===== config.mk =====
export PLATFORM = sky130hd
export DESIGN_NAME = ni_inject_arbiter
export DESIGN_NICKNAME = d
export VERILOG_FILES = /design/src/rtl/ni_inject_arbiter.sv
export SDC_FILE = /design/constraint.sdc
export NUM_CORES = 1
export LEC_CHECK = 0
export BUFFER_PORTS_ARGS = -buffer_cell sky130_fd_sc_hd__buf_2
export CAP_MARGIN = 0
export CORE_MARGIN = 5
export CORE_UTILIZATION = 55
export CTS_CLUSTER_SIZE = 30
export DETAILED_ROUTE_END_ITERATION = 12
export PLACE_DENSITY = 0.85
export RECOVER_POWER = 50
export SYNTH_ARGS = -nofsm -noshare
export SYNTH_HDL_FRONTEND = slang
export SYNTH_SLANG_ARGS = --single-unit

===== constraint.sdc =====
create_clock -name clk -period 3.34 [get_ports clk]
set_input_delay 0.167 -clock clk [delete_from_list [all_inputs] [get_ports clk]]
set_output_delay 0.167 -clock clk [all_outputs]
set_load 0.02 [all_outputs]

===== src/rtl/ni_inject_arbiter.sv =====
// rtl/ni_inject_arbiter.sv - packet-atomic arbiter for the router local injection port
//
// Purpose:
//   Shares the router local injection port between the priority NI FIFO
//   (2-flit interrupt packets) and the normal NI FIFO (multi-flit data
//   packets). Packets are never interleaved. Priority wins at packet
//   boundaries, but normal traffic is forced through after STARVE_LIMIT
//   consecutive priority packets while it is waiting.
//   Optional feature macro: NI_INJECT_TIMEOUT_EN (stalled-packet forced close).
//
// Ports:
//   clk, rst_n                 clock, asynchronous active-low reset
//   pri_fifo_data/empty/rd     priority FIFO head word (FWFT), empty flag, pop
//   norm_fifo_data/empty/rd    normal FIFO head word (FWFT), empty flag, pop
//   router_ready               local port accepts a flit this cycle
//   flit_out, flit_valid       registered flit to the router
//   grant_pri                  current/last packet came from the priority FIFO
//   err_drop                   one-cycle pulse on a discarded flit
module ni_inject_arbiter #(
   parameter int STARVE_LIMIT = 4,
   parameter int CNT_W        = 3,
   parameter int TIMEOUT      = 16
) (
   input  logic        clk,
   input  logic        rst_n,
   input  logic [15:0] pri_fifo_data,
   input  logic        pri_fifo_empty,
   output logic        pri_fifo_rd,
   input  logic [15:0] norm_fifo_data,
   input  logic        norm_fifo_empty,
   output logic        norm_fifo_rd,
   input  logic        router_ready,
   output logic [15:0] flit_out,
   output logic        flit_valid,
   output logic        grant_pri,
   output logic        err_drop
);

   localparam logic [1:0] IDLE     = 2'd0;
   localparam logic [1:0] PRI_PKT  = 2'd1;
   localparam logic [1:0] NORM_PKT = 2'd2;

   localparam logic [2:0] TYPE_HEAD = 3'b001;
   localparam logic [2:0] TYPE_TAIL = 3'b110;

   localparam logic [CNT_W-1:0] LIMIT = CNT_W'(STARVE_LIMIT);

   logic [1:0]       state;
   logic [CNT_W-1:0] starve_cnt;
   logic             load_en;
   logic             timeout_fire;

   // The output register can take a new word when empty or draining this cycle.
   assign load_en = !flit_valid || router_ready;

   // Pop strobes are combinational so a popped word lands in flit_out on the
   // very next edge. Held low during reset so nothing is consumed.
   always_comb begin
      pri_fifo_rd  = 1'b0;
      norm_fifo_rd = 1'b0;
      if (rst_n && load_en && !timeout_fire) begin
         case (state)
            IDLE: begin
               if (!pri_fifo_empty && (starve_cnt < LIMIT || norm_fifo_empty))
                  pri_fifo_rd = 1'b1;
               else if (!norm_fifo_empty)
                  norm_fifo_rd = 1'b1;
            end
            PRI_PKT:  pri_fifo_rd  = !pri_fifo_empty;
            NORM_PKT: norm_fifo_rd = !norm_fifo_empty;
            default: ;
         endcase
      end
   end

`ifdef NI_INJECT_TIMEOUT_EN
   localparam int ST_W = $clog2(TIMEOUT + 1);

   logic [ST_W-1:0] stall_cnt;
   logic            own_empty;

   // Stall means the packet owner has nothing to give us; router back-pressure
   // alone does not count.
   assign own_empty = (state == PRI_PKT  && pri_fifo_empty) ||
                      (state == NORM_PKT && norm_fifo_empty);
   assign timeout_fire = own_empty && load_en && (stall_cnt == ST_W'(TIMEOUT));

   always_ff @(posedge clk or negedge rst_n) begin
      if (!rst_n)
         stall_cnt <= '0;
      else if (!own_empty || timeout_fire)
         stall_cnt <= '0;
      else if (stall_cnt != ST_W'(TIMEOUT))
         stall_cnt <= stall_cnt + 1'b1;
   end
`else
   assign timeout_fire = 1'b0;
`endif

   always_ff @(posedge clk or negedge rst_n) begin
      if (!rst_n) begin
         flit_out   <= '0;
         flit_valid <= 1'b0;
         grant_pri  <= 1'b0;
         err_drop   <= 1'b0;
         state      <= IDLE;
         starve_cnt <= '0;
      end else begin
         err_drop <= 1'b0;
         if (load_en) begin
            // Cleared unless a word is loaded below; flit_out itself holds.
            flit_valid <= 1'b0;
            if (timeout_fire) begin
               flit_out   <= {TYPE_TAIL, 13'd0};
               flit_valid <= 1'b1;
               err_drop   <= 1'b1;
               state      <= IDLE;
            end else begin
               case (state)
                  IDLE: begin
                     if (pri_fifo_rd) begin
                        if (pri_fifo_data[15:13] == TYPE_HEAD) begin
                           flit_out   <= pri_fifo_data;
                           flit_valid <= 1'b1;
                           grant_pri  <= 1'b1;
                           state      <= PRI_PKT;
                           if (norm_fifo_empty)
                              starve_cnt <= '0;
                           else if (starve_cnt != LIMIT)
                              starve_cnt <= starve_cnt + 1'b1;
                        end else begin
                           err_drop <= 1'b1;
                        end
                     end else if (norm_fifo_rd) begin
                        if (norm_fifo_data[15:13] == TYPE_HEAD) begin
                           flit_out   <= norm_fifo_data;
                           flit_valid <= 1'b1;
                           grant_pri  <= 1'b0;
                           state      <= NORM_PKT;
                           starve_cnt <= '0;
                        end else begin
                           err_drop <= 1'b1;
                        end
                     end
                  end
                  PRI_PKT: begin
                     if (pri_fifo_rd) begin
                        flit_out   <= pri_fifo_data;
                        flit_valid <= 1'b1;
                        if (pri_fifo_data[15:13] == TYPE_TAIL)
                           state <= IDLE;
                     end
                  end
                  NORM_PKT: begin
                     if (norm_fifo_rd) begin
                        flit_out   <= norm_fifo_data;
                        flit_valid <= 1'b1;
                        if (norm_fifo_data[15:13] == TYPE_TAIL)
                           state <= IDLE;
                     end
                  end
                  default: state <= IDLE;
               endcase
            end
         end
      end
   end

endmodule


==> run summary, run 1 <==
Status: completed
Longest Clk Path Bufs: 2
Layout fillers: 268
Fin crit share: 82.5%
Number of antenna violations at the first check in global routing: 0
DIE WIDTH: 67.8 µm
Final Max Tran Viols: 0
Critical path buffers and inverters: 1
TritonCTS clock tree: built
Port bufs: 57
Max Clk Rate: 0.363 GHz
GPL Wtd Cong: 0.934
DR WL/cell: 16.7 µm
Layout area overhead: 17.8%
Min Tclk post-route: 2750 ps
Gate count after technology mapping: 185
Routed wire length: 4740 µm
Number of gates resized after CTS: 0
Yosys cell types: 44
Worst min path class: input pin to flop
Max Cap Violations: 0
DR iter-0 viols: 187
Syn nets: 228
First-pass GRT wire length: 7350 µm
# setup viols final: 0
Ys async rst share: 100%
Number of global-route vias before repair: 1554
Number of synthesized flops with an enable pin: 0
Worst skew pair latency: 330 ps
WP data required: 3570 ps
Skew final: 16.0 ps
Total CTS buffers: 3
Average cell area after synthesis: 9.93 µm²
Final net count: 282
Largest net degree at the start of global routing: 34
Core ar.: 3280 µm²
Crit-path cells: inv_1 -> ha_1 -> o21ai_0 -> a2111oi_4 -> o221ai_2 -> nor2_4 -> mux2_2
Synth Register Bits: 24
LEAKAGE: 0.954 nW
Vias per cell: 6.29
Slew @ Worst Pin: 1220 ps
Startpoint Class: flop
Synth Flop Type: dfrtp_1
Unrepaired setup endpoints after global routing: no
H-Tree Depth: 1
DR pass1 iterations: 5
Share of post-route cells with drive strength above 1: 35.7%
Synth Cell Area: 1840 µm²
Most common cell after layout, fill and taps aside: buf_2
Antenna Nets Post-Route: 0
Overall Power: 2.22 mW
CP max FO: 16
Gr ovfl total: 0
Setup TNS: 0 ps
I/O pins: 58
N_diodes: 0
Sequential area share after synthesis: 32.7%
Yosys warns: 0
Setup crit end kind: flop
DP Wirelength: 3490 µm
Most frequent cells in the layout: buf_2 (46), dfrtp_1 (24), o21ai_0 (18), nand3_1 (18), a31oi_1 (17)
Die Y: 67.8 µm
CP top delay family: compound AO/OA/AOI/OAI gates
Max transition margin: 18.7%
Clk sinks: 24
Die area: 4600 µm²
DRC viols: 0
Worst setup path class: flop to flop
Slowest stage cell, crit path: nor2_4
Vias post-DR: 1786
R2R Setup Slk: 590 ps
CP arrival: 2990 ps
Initial Util: 55.9%
Max IR drop VDD: 0.437 mV
GR Util All Layers: 20.9%
Final Hold Viols: 0
Root Driver: clkbuf_4
Clock-pin slew on the worst setup and hold paths: 150 ps
Power Dens Cells: 1020 nW/µm²
Row count: 21
Max incr delay on CP: 480 ps
sequential cells by signal, indices dropped and copies added (netlist names):
name and count:
flit_valid 1, starve_cnt 3, state 2, grant_pri 1
err_drop 1, flit_out 16
power by group:
group / switching, mW / leakage (nW) / internal [mW]
sequential: 0.0806 / 0.296 / 0.437
clock: 0.0925 / 0.0279 / 0.121
combinational: 0.833 / 0.630 / 0.651
area by class of cell:
cell class / instances / area (µm²) / share of cell area, %
sequential: 24 / 601 / 27.8
tap: 46 / 57.6 / 2.66
multi-input combinational: 138 / 1100 / 51.0
clock inverter: 1 / 30.0 / 1.39
clock buffer: 3 / 22.5 / 1.04
timing repair buffer: 63 / 315 / 14.6
inverter: 9 / 33.8 / 1.56
stage by stage:
| step | util (%) | hold slack, ps | instances | setup slack, ps | area, µm² |
|---|---|---|---|---|---|
| finish | 65.9 | 171 | 284 | 586 | 2160 |
| global placement | 64.5 | -6.30 | 279 | 682 | 2120 |
| detailed placement | 64.5 | 1.17 | 279 | 636 | 2120 |
| CTS | 66.4 | 173 | 284 | 604 | 2180 |
| global route | 65.9 | 194 | 284 | 375 | 2160 |
| floorplan | - | -129 | 185 | 1080 | 1840 |
repair_timing:
item	CTS	global route
buffers inserted	0	0
hold buffers	1	0
endpoints found under the hold margin	24	0
worst paths after layout:
check / end / cells after the start / from
hold / removal: flit_valid / 3 / router_ready
setup / recovery: flit_out[6] / 7 / state[0]
hold reg to reg: flit_out[8] / 1 / flit_out[8]
min in group asynchronous: state[0] / 2 / rst_n
max in group asynchronous: flit_out[13] / 3 / rst_n
setup reg to reg: flit_out[6] / 7 / state[0]
routing by layer:
metal / global-route usage, % / vias up / share of wire, %
li1: - / 832 / -
met1: 29.1 / 848 / 43
met2: 33.8 / 92 / 47
met3: 2.83 / 14 / 8.6
met4: 5.71 / 0 / 1.9
met5: 0 / - / 0
kinds of logic (layout without fill, tap and decap cells):
family	Yosys count	in the layout	synth area share, %
buffers and inverters	23	76	7.22
and+or+nand+nor	44	44	14.4
DFF	24	24	32.7
muxes	20	20	14.2
adders and majority gates	6	6	4.09
AOI/OAI and AO/OA	68	68	27.5
cells in the mapped netlist, types with 2 or more instances:
| master | count | area [µm²] |
|---|---|---|
| a21oi_1 | 2 | 10.0 |
| a22o_1 | 2 | 17.5 |
| inv_1 | 9 | 33.8 |
| dfrtp_1 | 24 | 601 |
| mux2_2 | 8 | 90.1 |
| nand3b_1 | 2 | 15.0 |
| nand3_1 | 18 | 90.1 |
| nand2_1 | 5 | 18.8 |
| clkbuf_8 | 3 | 41.3 |
| mux2i_1 | 2 | 20.0 |
| clkbuf_1 | 10 | 37.5 |
| o21bai_1 | 2 | 15.0 |
| ha_1 | 6 | 75.1 |
| o21ai_0 | 18 | 90.1 |
| a221oi_1 | 16 | 140 |
| mux2_4 | 10 | 150 |
| a31oi_1 | 17 | 106 |
| nor3_1 | 4 | 20.0 |
| or2b_2 | 2 | 17.5 |
tightest hold or removal path, delay by kind of cell:
family,cells,cell delay [ps]
AO/OA/AOI/OAI,1,70
buffers and inverters,1,90
AND/OR/NAND/NOR,1,150
No activity file was read; power rests on OpenSTA's default activity.
==> inputs of run 2 (changes only) <==
- CORE_UTILIZATION: 55 -> 51
- PLACE_DENSITY: 0.85 -> 0.8
- clock period: 3.34 -> 2.6 ns (I/O delays scaled with it)
==> run 2 against run 1 <==
Compared with the run above: via count up 0.34%; clock power down 26%; worst hold slack worse by 20 ps; highest routed layer unchanged; non-clock buffer count up 5; clock skew down 12 ps; flip-flop and latch count unchanged; critical endpoint is now starve_cnt[0].
==> run summary, run 2 (synthesis results as in run 1) <==
Status: completed (unchanged)
Worst min path class: input pin to flop (unchanged)
Worst skew pair latency: 310 ps (was 330 ps)
Die area: 4900 µm² (was 4600 µm²)
LEAKAGE: 0.971 nW (was 0.954 nW)
H-Tree Depth: 1 (unchanged)
WP data required: 2850 ps (was 3570 ps)
GPL Wtd Cong: 0.929 (was 0.934)
Final Hold Viols: 0 (unchanged)
Routed wire length: 4820 µm (was 4740 µm)
# Post-CTS Setup Buffers: 0 (unchanged)
Max transition margin: 45.5% (was 18.7%)
# setup viols final: 0 (unchanged)
Design Area, Final: 2180 µm² (was 2160 µm²)
Clk pwr share: 5.6% (was 9.7%)
Reg power frac: 23.7% (was 23.4%)
CP arrival: 2690 ps (was 2990 ps)
Biggest register: flit_out (unchanged)
Clk sinks: 24 (unchanged)
Max IR drop VDD: 0.972 mV (was 0.437 mV)
Slew @ Worst Pin: 817 ps (was 1220 ps)
FF+latch area: 601 µm² (unchanged)
Final Max Tran Viols: 0 (unchanged)
DR WL/cell: 16.7 µm (about the same)
RR Endpoint: flit_out[5] (was flit_out[6])
Pint: 1.52 mW (was 1.21 mW)
Post-CTS Hold Fix Bufs: 1 (unchanged)
DR pass1 iterations: 4 (was 5)
R2R Setup Slk: 370 ps (was 590 ps)
Antenna Nets Post-Route: 0 (unchanged)
GR Util All Layers: 19.9% (was 20.9%)
Vias per cell: 6.22 (was 6.29)
Setup crit end kind: flop (unchanged)
FF-to-FF path depth: 8 (was 7)
Vias post-DR: 1792 (was 1786)
Max reg flops: 16 (unchanged)
N_diodes: 0 (unchanged)
Max Clk Rate: 0.410 GHz
TritonCTS clock tree: built (unchanged)
Hold Path Stages: 3 (unchanged)
Number of gates resized after CTS: 0 (unchanged)
Share of post-route cells with drive strength above 1: 37.2% (was 35.7%)
Comb pwr share: 70.6% (was 67.0%)
Fraction of power spent switching nets: 46.1% (was 45.4%)
Placed cell area: 2170 µm² (was 2120 µm²)
Clock-pin slew on the worst setup and hold paths: 120 ps (was 150 ps)
Startpoint Class: input pin (was flop)
Max Cap Violations: 0 (unchanged)
Power Dens Cells: 1290 nW/µm² (was 1020 nW/µm²)
Gr ovfl total: 0 (unchanged)
Layout area overhead: 18.9% (was 17.8%)
Hold WS: 151 ps (was 171 ps)
First-pass GRT wire length: 8250 µm (was 7350 µm)
Fin crit share: 93.7%
Longest Clk Path Bufs: 2 (unchanged)
Layout fillers: 308 (was 268)
DR iter-0 viols: 112 (was 187)
Multi-input gate area: 1100 µm² (unchanged)
Die Y: 70.0 µm (was 67.8 µm)
Most frequent cells in the layout: buf_2 (47), dfrtp_1 (24), o21ai_0 (18), nand3_1 (18), a31oi_1 (17) (was buf_2 (46), dfrtp_1 (24), o21ai_0 (18), nand3_1 (18), a31oi_1 (17))
CP max FO: 13 (was 16)
Port bufs: 57 (unchanged)
Hold path start: router_ready (unchanged)
Largest net degree at the start of global routing: 22 (was 34)
Worst Hold Endpoint: flit_valid (unchanged)
Number of global-route vias before repair: 1709 (was 1554)
Initial Util: 53.8% (was 55.9%)
Min Tclk post-route: 2440 ps
Row count: 21 (unchanged)
Largest registers: flit_out x16, starve_cnt x3, state x2 (unchanged)
Overall Power: 2.82 mW (was 2.22 mW)
Skew final: 3.66 ps (was 16.0 ps)
Core ar.: 3420 µm² (was 3280 µm²)
Worst r2r src: state[0] (unchanged)
DRC viols: 0 (unchanged)
NetSw: 1.30 mW (was 1.01 mW)
Total CTS buffers: 3 (unchanged)
DIE WIDTH: 70.0 µm (was 67.8 µm)
I/O pins: 58 (unchanged)
Final net count: 287 (was 282)
DP Wirelength: 3620 µm (was 3490 µm)
Unrepaired setup endpoints after global routing: no (unchanged)
Most common cell after layout, fill and taps aside: buf_2 (unchanged)
Root Driver: clkbuf_4 (unchanged)
Number of antenna violations at the first check in global routing: 0 (unchanged)
Worst setup path class: input pin to flop (was flop to flop)
Setup TNS: 0 ps (unchanged)
[run 2: how the worst max path moves through the flow]
stage / start / endpoint / slack (ps)
6_report: rst_n / starve_cnt[0] / 160
5_1_grt: rst_n / starve_cnt[0] / 40
4_1_cts: rst_n / starve_cnt[0] / 200
2_1_floorplan: state[0] / flit_out[0] / 340
3_3_place_gp: state[0] / flit_out[9] / 450
3_5_place_dp: state[0] / flit_out[15] / 390
[run 2: cell type report]
| type | instances | area share, % |
|---|---|---|
| Clock buffer | 3 | 1.03 |
| Inverter | 9 | 1.55 |
| Multi-Input combinational cell | 138 | 50.5 |
| Sequential cell | 24 | 27.5 |
| Tap cell | 46 | 2.63 |
| Timing Repair Buffer | 68 | 16.8 |
[run 2: layer usage]
layer / GRT usage, % / vias to the layer above / wire length [µm]
met5: 0 / - / 0
met4: 6.17 / 0 / 62
met3: 3.87 / 6 / 358
met2: 29.5 / 84 / 2130
met1: 29.1 / 861 / 2260
li1: - / 841 / -
[run 2: stage by stage]
step           util (%)  setup WS (ps)  cells
2_1_floorplan         -            335    185
3_3_place_gp       63.5            445    284
3_5_place_dp       63.5            386    284
4_1_cts            64.4            196    288
5_1_grt            64.0           40.6    288
6_report           64.0            163    288
[run 2: power by group through the flow]
stage / sequential (mW) / clock, mW / combinational [mW]
floorplan: 0.841 / 0 / 1.38
detailed placement: 0.676 / 0 / 2.00
global placement: 0.671 / 0 / 1.97
global route: 0.699 / 0.188 / 2.17
finish: 0.670 / 0.159 / 1.99
CTS: 0.667 / 0.170 / 2.01
[run 2: worst max-delay path, cell delays in order]
cell	delay (ps)
dlygate4sd3_1	520
buf_2	280
or2b_2	350
nor2_2	400
nand2_1	200
a2111oi_0	550
mux2_2	260
==> inputs of run 3 (changes only) <==
- CORE_MARGIN: 5 -> default
- CORE_UTILIZATION: 51 -> 55
- CTS_BUF_LIST: default -> sky130_fd_sc_hd__clkbuf_16
- PLACE_DENSITY: 0.8 -> 0.85
- clock period: 2.6 -> 3.1 ns (I/O delays scaled with it)
==> run 3 against run 2 <==
Compared with the run above: clock skew fell by 1.6 ps; largest cell class unchanged; final cell count shrank 0.69%; critical path depth up 1; total power fell by 8.1%; critical path type is now flop to flop.
==> run summary, run 3 (synthesis results as in run 1) <==
Root Driver: clkbuf_16 (was clkbuf_4)
Setup TNS: 0 ps (unchanged)
Share of post-route cells with drive strength above 1: 37.2% (unchanged)
Max incr delay on CP: 400 ps (was 550 ps)
Port bufs: 57 (unchanged)
Setup crit end kind: flop (unchanged)
DR WL/cell: 17.1 µm (was 16.7 µm)
DP Worst Slack: 575 ps (was 386 ps)
CP top delay family: compound AO/OA/AOI/OAI gates (was simple AND/OR/NAND/NOR gates)
DP Wirelength: 3400 µm (was 3620 µm)
Layout area overhead: 22.2% (was 18.9%)
# setup viols final: 0 (unchanged)
Antenna Nets Post-Route: 0 (unchanged)
Max reg flops: 16 (unchanged)
Final Hold Viols: 0 (unchanged)
Worst skew pair latency: 260 ps (was 310 ps)
CP max FO: 13 (unchanged)
Max Cap Violations: 0 (unchanged)
Hold Path Stages: 3 (unchanged)
Placed cells: 281 (was 284)
Vias post-DR: 1828 (was 1792)
Slew @ Worst Pin: 910 ps (was 817 ps)
CP arrival: 2770 ps (was 2690 ps)
Critical path buffers and inverters: 3 (was 2)
Vias per cell: 6.39 (was 6.22)
WP data required: 3250 ps (was 2850 ps)
Design Area, Final: 2240 µm² (was 2180 µm²)
Crit-path cells: inv_1 -> ha_1 -> buf_4 -> a21oi_1 -> buf_4 -> nor3_1 -> o21bai_1 -> mux2_2 (was dlygate4sd3_1 -> buf_2 -> or2b_2 -> nor2_2 -> nand2_1 -> a2111oi_0 -> mux2_2)
Hold WS: 227 ps (was 151 ps)
LEAKAGE: 1.00 nW (was 0.971 nW)
Unrepaired setup endpoints after global routing: no (unchanged)
Clk sinks: 24 (unchanged)
Max Clk Rate: 0.382 GHz
GR Util All Layers: 29.7% (was 19.9%)
Worst path most repeated cell: buf_4
Core ar.: 3100 µm² (was 3420 µm²)
Gr ovfl total: 0 (unchanged)
Clock-pin slew on the worst setup and hold paths: 60 ps (was 120 ps)
Most common cell after layout, fill and taps aside: buf_2 (unchanged)
Fin crit share: 84.5%
Worst setup path class: flop to flop (was input pin to flop)
Startpoint Class: flop (was input pin)
Biggest register: flit_out (unchanged)
Slowest stage cell, crit path: dfrtp_1 (was a2111oi_0)
Final Max Tran Viols: 0 (unchanged)
Final Util: 72.3% (was 64.0%)
Layout fillers: 253 (was 308)
TritonCTS clock tree: built (unchanged)
Largest net degree at the start of global routing: 34 (was 22)
Non-Filler Instances: 286 (was 288)
Number of antenna violations at the first check in global routing: 0 (unchanged)
Longest Clk Path Bufs: 2 (unchanged)
Row count: 20 (was 21)
Final worst setup slack: 481 ps (was 163 ps)
Largest registers: flit_out x16, starve_cnt x3, state x2 (unchanged)
Most frequent cells in the layout: buf_2 (47), dfrtp_1 (24), o21ai_0 (18), nand3_1 (18), a31oi_1 (17) (unchanged)
Worst path depth: 8 (was 7)
Min Tclk post-route: 2620 ps
Skew final: 2.08 ps (was 3.66 ps)
Max transition margin: 39.3% (was 45.5%)
Placed cell area: 2150 µm² (was 2170 µm²)
DIE WIDTH: 59.8 µm (was 70.0 µm)
Die area: 3570 µm² (was 4900 µm²)
Number of global-route vias before repair: 1688 (was 1709)
Overall Power: 2.59 mW (was 2.82 mW)
Max IR drop VDD: 0.587 mV (was 0.972 mV)
Routed wire length: 4880 µm (was 4820 µm)
Final net count: 286 (was 287)
Initial Util: 59.2% (was 53.8%)
DR iter-0 viols: 172 (was 112)
H-Tree Depth: 1 (unchanged)
First-pass GRT wire length: 7970 µm (was 8250 µm)
Total CTS buffers: 3 (unchanged)
FF-to-FF path depth: 8 (unchanged)
Power Dens Cells: 1160 nW/µm² (was 1290 nW/µm²)
Worst min path class: input pin to flop (unchanged)
DRC viols: 0 (unchanged)
GPL Wtd Cong: 0.993 (was 0.929)
I/O pins: 58 (unchanged)
Status: completed (unchanged)
N_diodes: 0 (unchanged)
DR pass1 iterations: 6 (was 4)
Die Y: 59.8 µm (was 70.0 µm)
## run 3: cell types whose count changed in the layout (fill, tap and decap cells not counted)
cell,delta
buf_12,-1
clkbuf_4,-3
bufinv_16,+1
clkbuf_16,+3
## run 3: path summary, 6_finish.rpt
check	to	from	slack, ps
max	grant_pri	state[1]	480
min	flit_valid	router_ready	230
max reg2reg	grant_pri	state[1]	480
min reg2reg	flit_out[12]	flit_out[12]	510
max in group asynchronous	flit_out[11]	rst_n	1690
min in group asynchronous	state[0]	rst_n	310
## run 3: report_power, final
group | internal, mW | switching, mW | total [mW]
Sequential | 0.473 | 0.0858 | 0.559
Clock | 0.257 | 0.118 | 0.375
Combinational | 0.736 | 0.924 | 1.66
Total | 1.47 | 1.13 | 2.59
## run 3: layout make-up
| class | count | area, µm² | share of cell area (%) |
|---|---|---|---|
| Clock buffer | 3 | 75.1 | 3.34 |
| Clock inverter | 1 | 30.0 | 1.34 |
| Inverter | 9 | 33.8 | 1.51 |
| Multi-Input combinational cell | 138 | 1100 | 49.2 |
| Sequential cell | 24 | 601 | 26.8 |
| Tap cell | 44 | 55.1 | 2.45 |
| Timing Repair Buffer | 67 | 347 | 15.4 |
## run 3: worst min-delay path: stages
cell and delay [ps]:
buf_2 90, or2b_4 140, a32oi_1 60
## run 3: repair_timing
| item | in CTS | in global routing |
|---|---|---|
| gates resized for setup | 0 | 0 |
| endpoints found under the hold margin | 8 | 0 |
| hold buffers | 1 | 0 |
| setup buffers | 0 | 0 |
## run 3: metal layers
layer | track usage [%] | routed length [µm]
met2 | 44.4 | 2200
met5 | 0 | 0
met4 | 14.6 | 95
met3 | 4.11 | 433
met1 | 41.7 | 2150
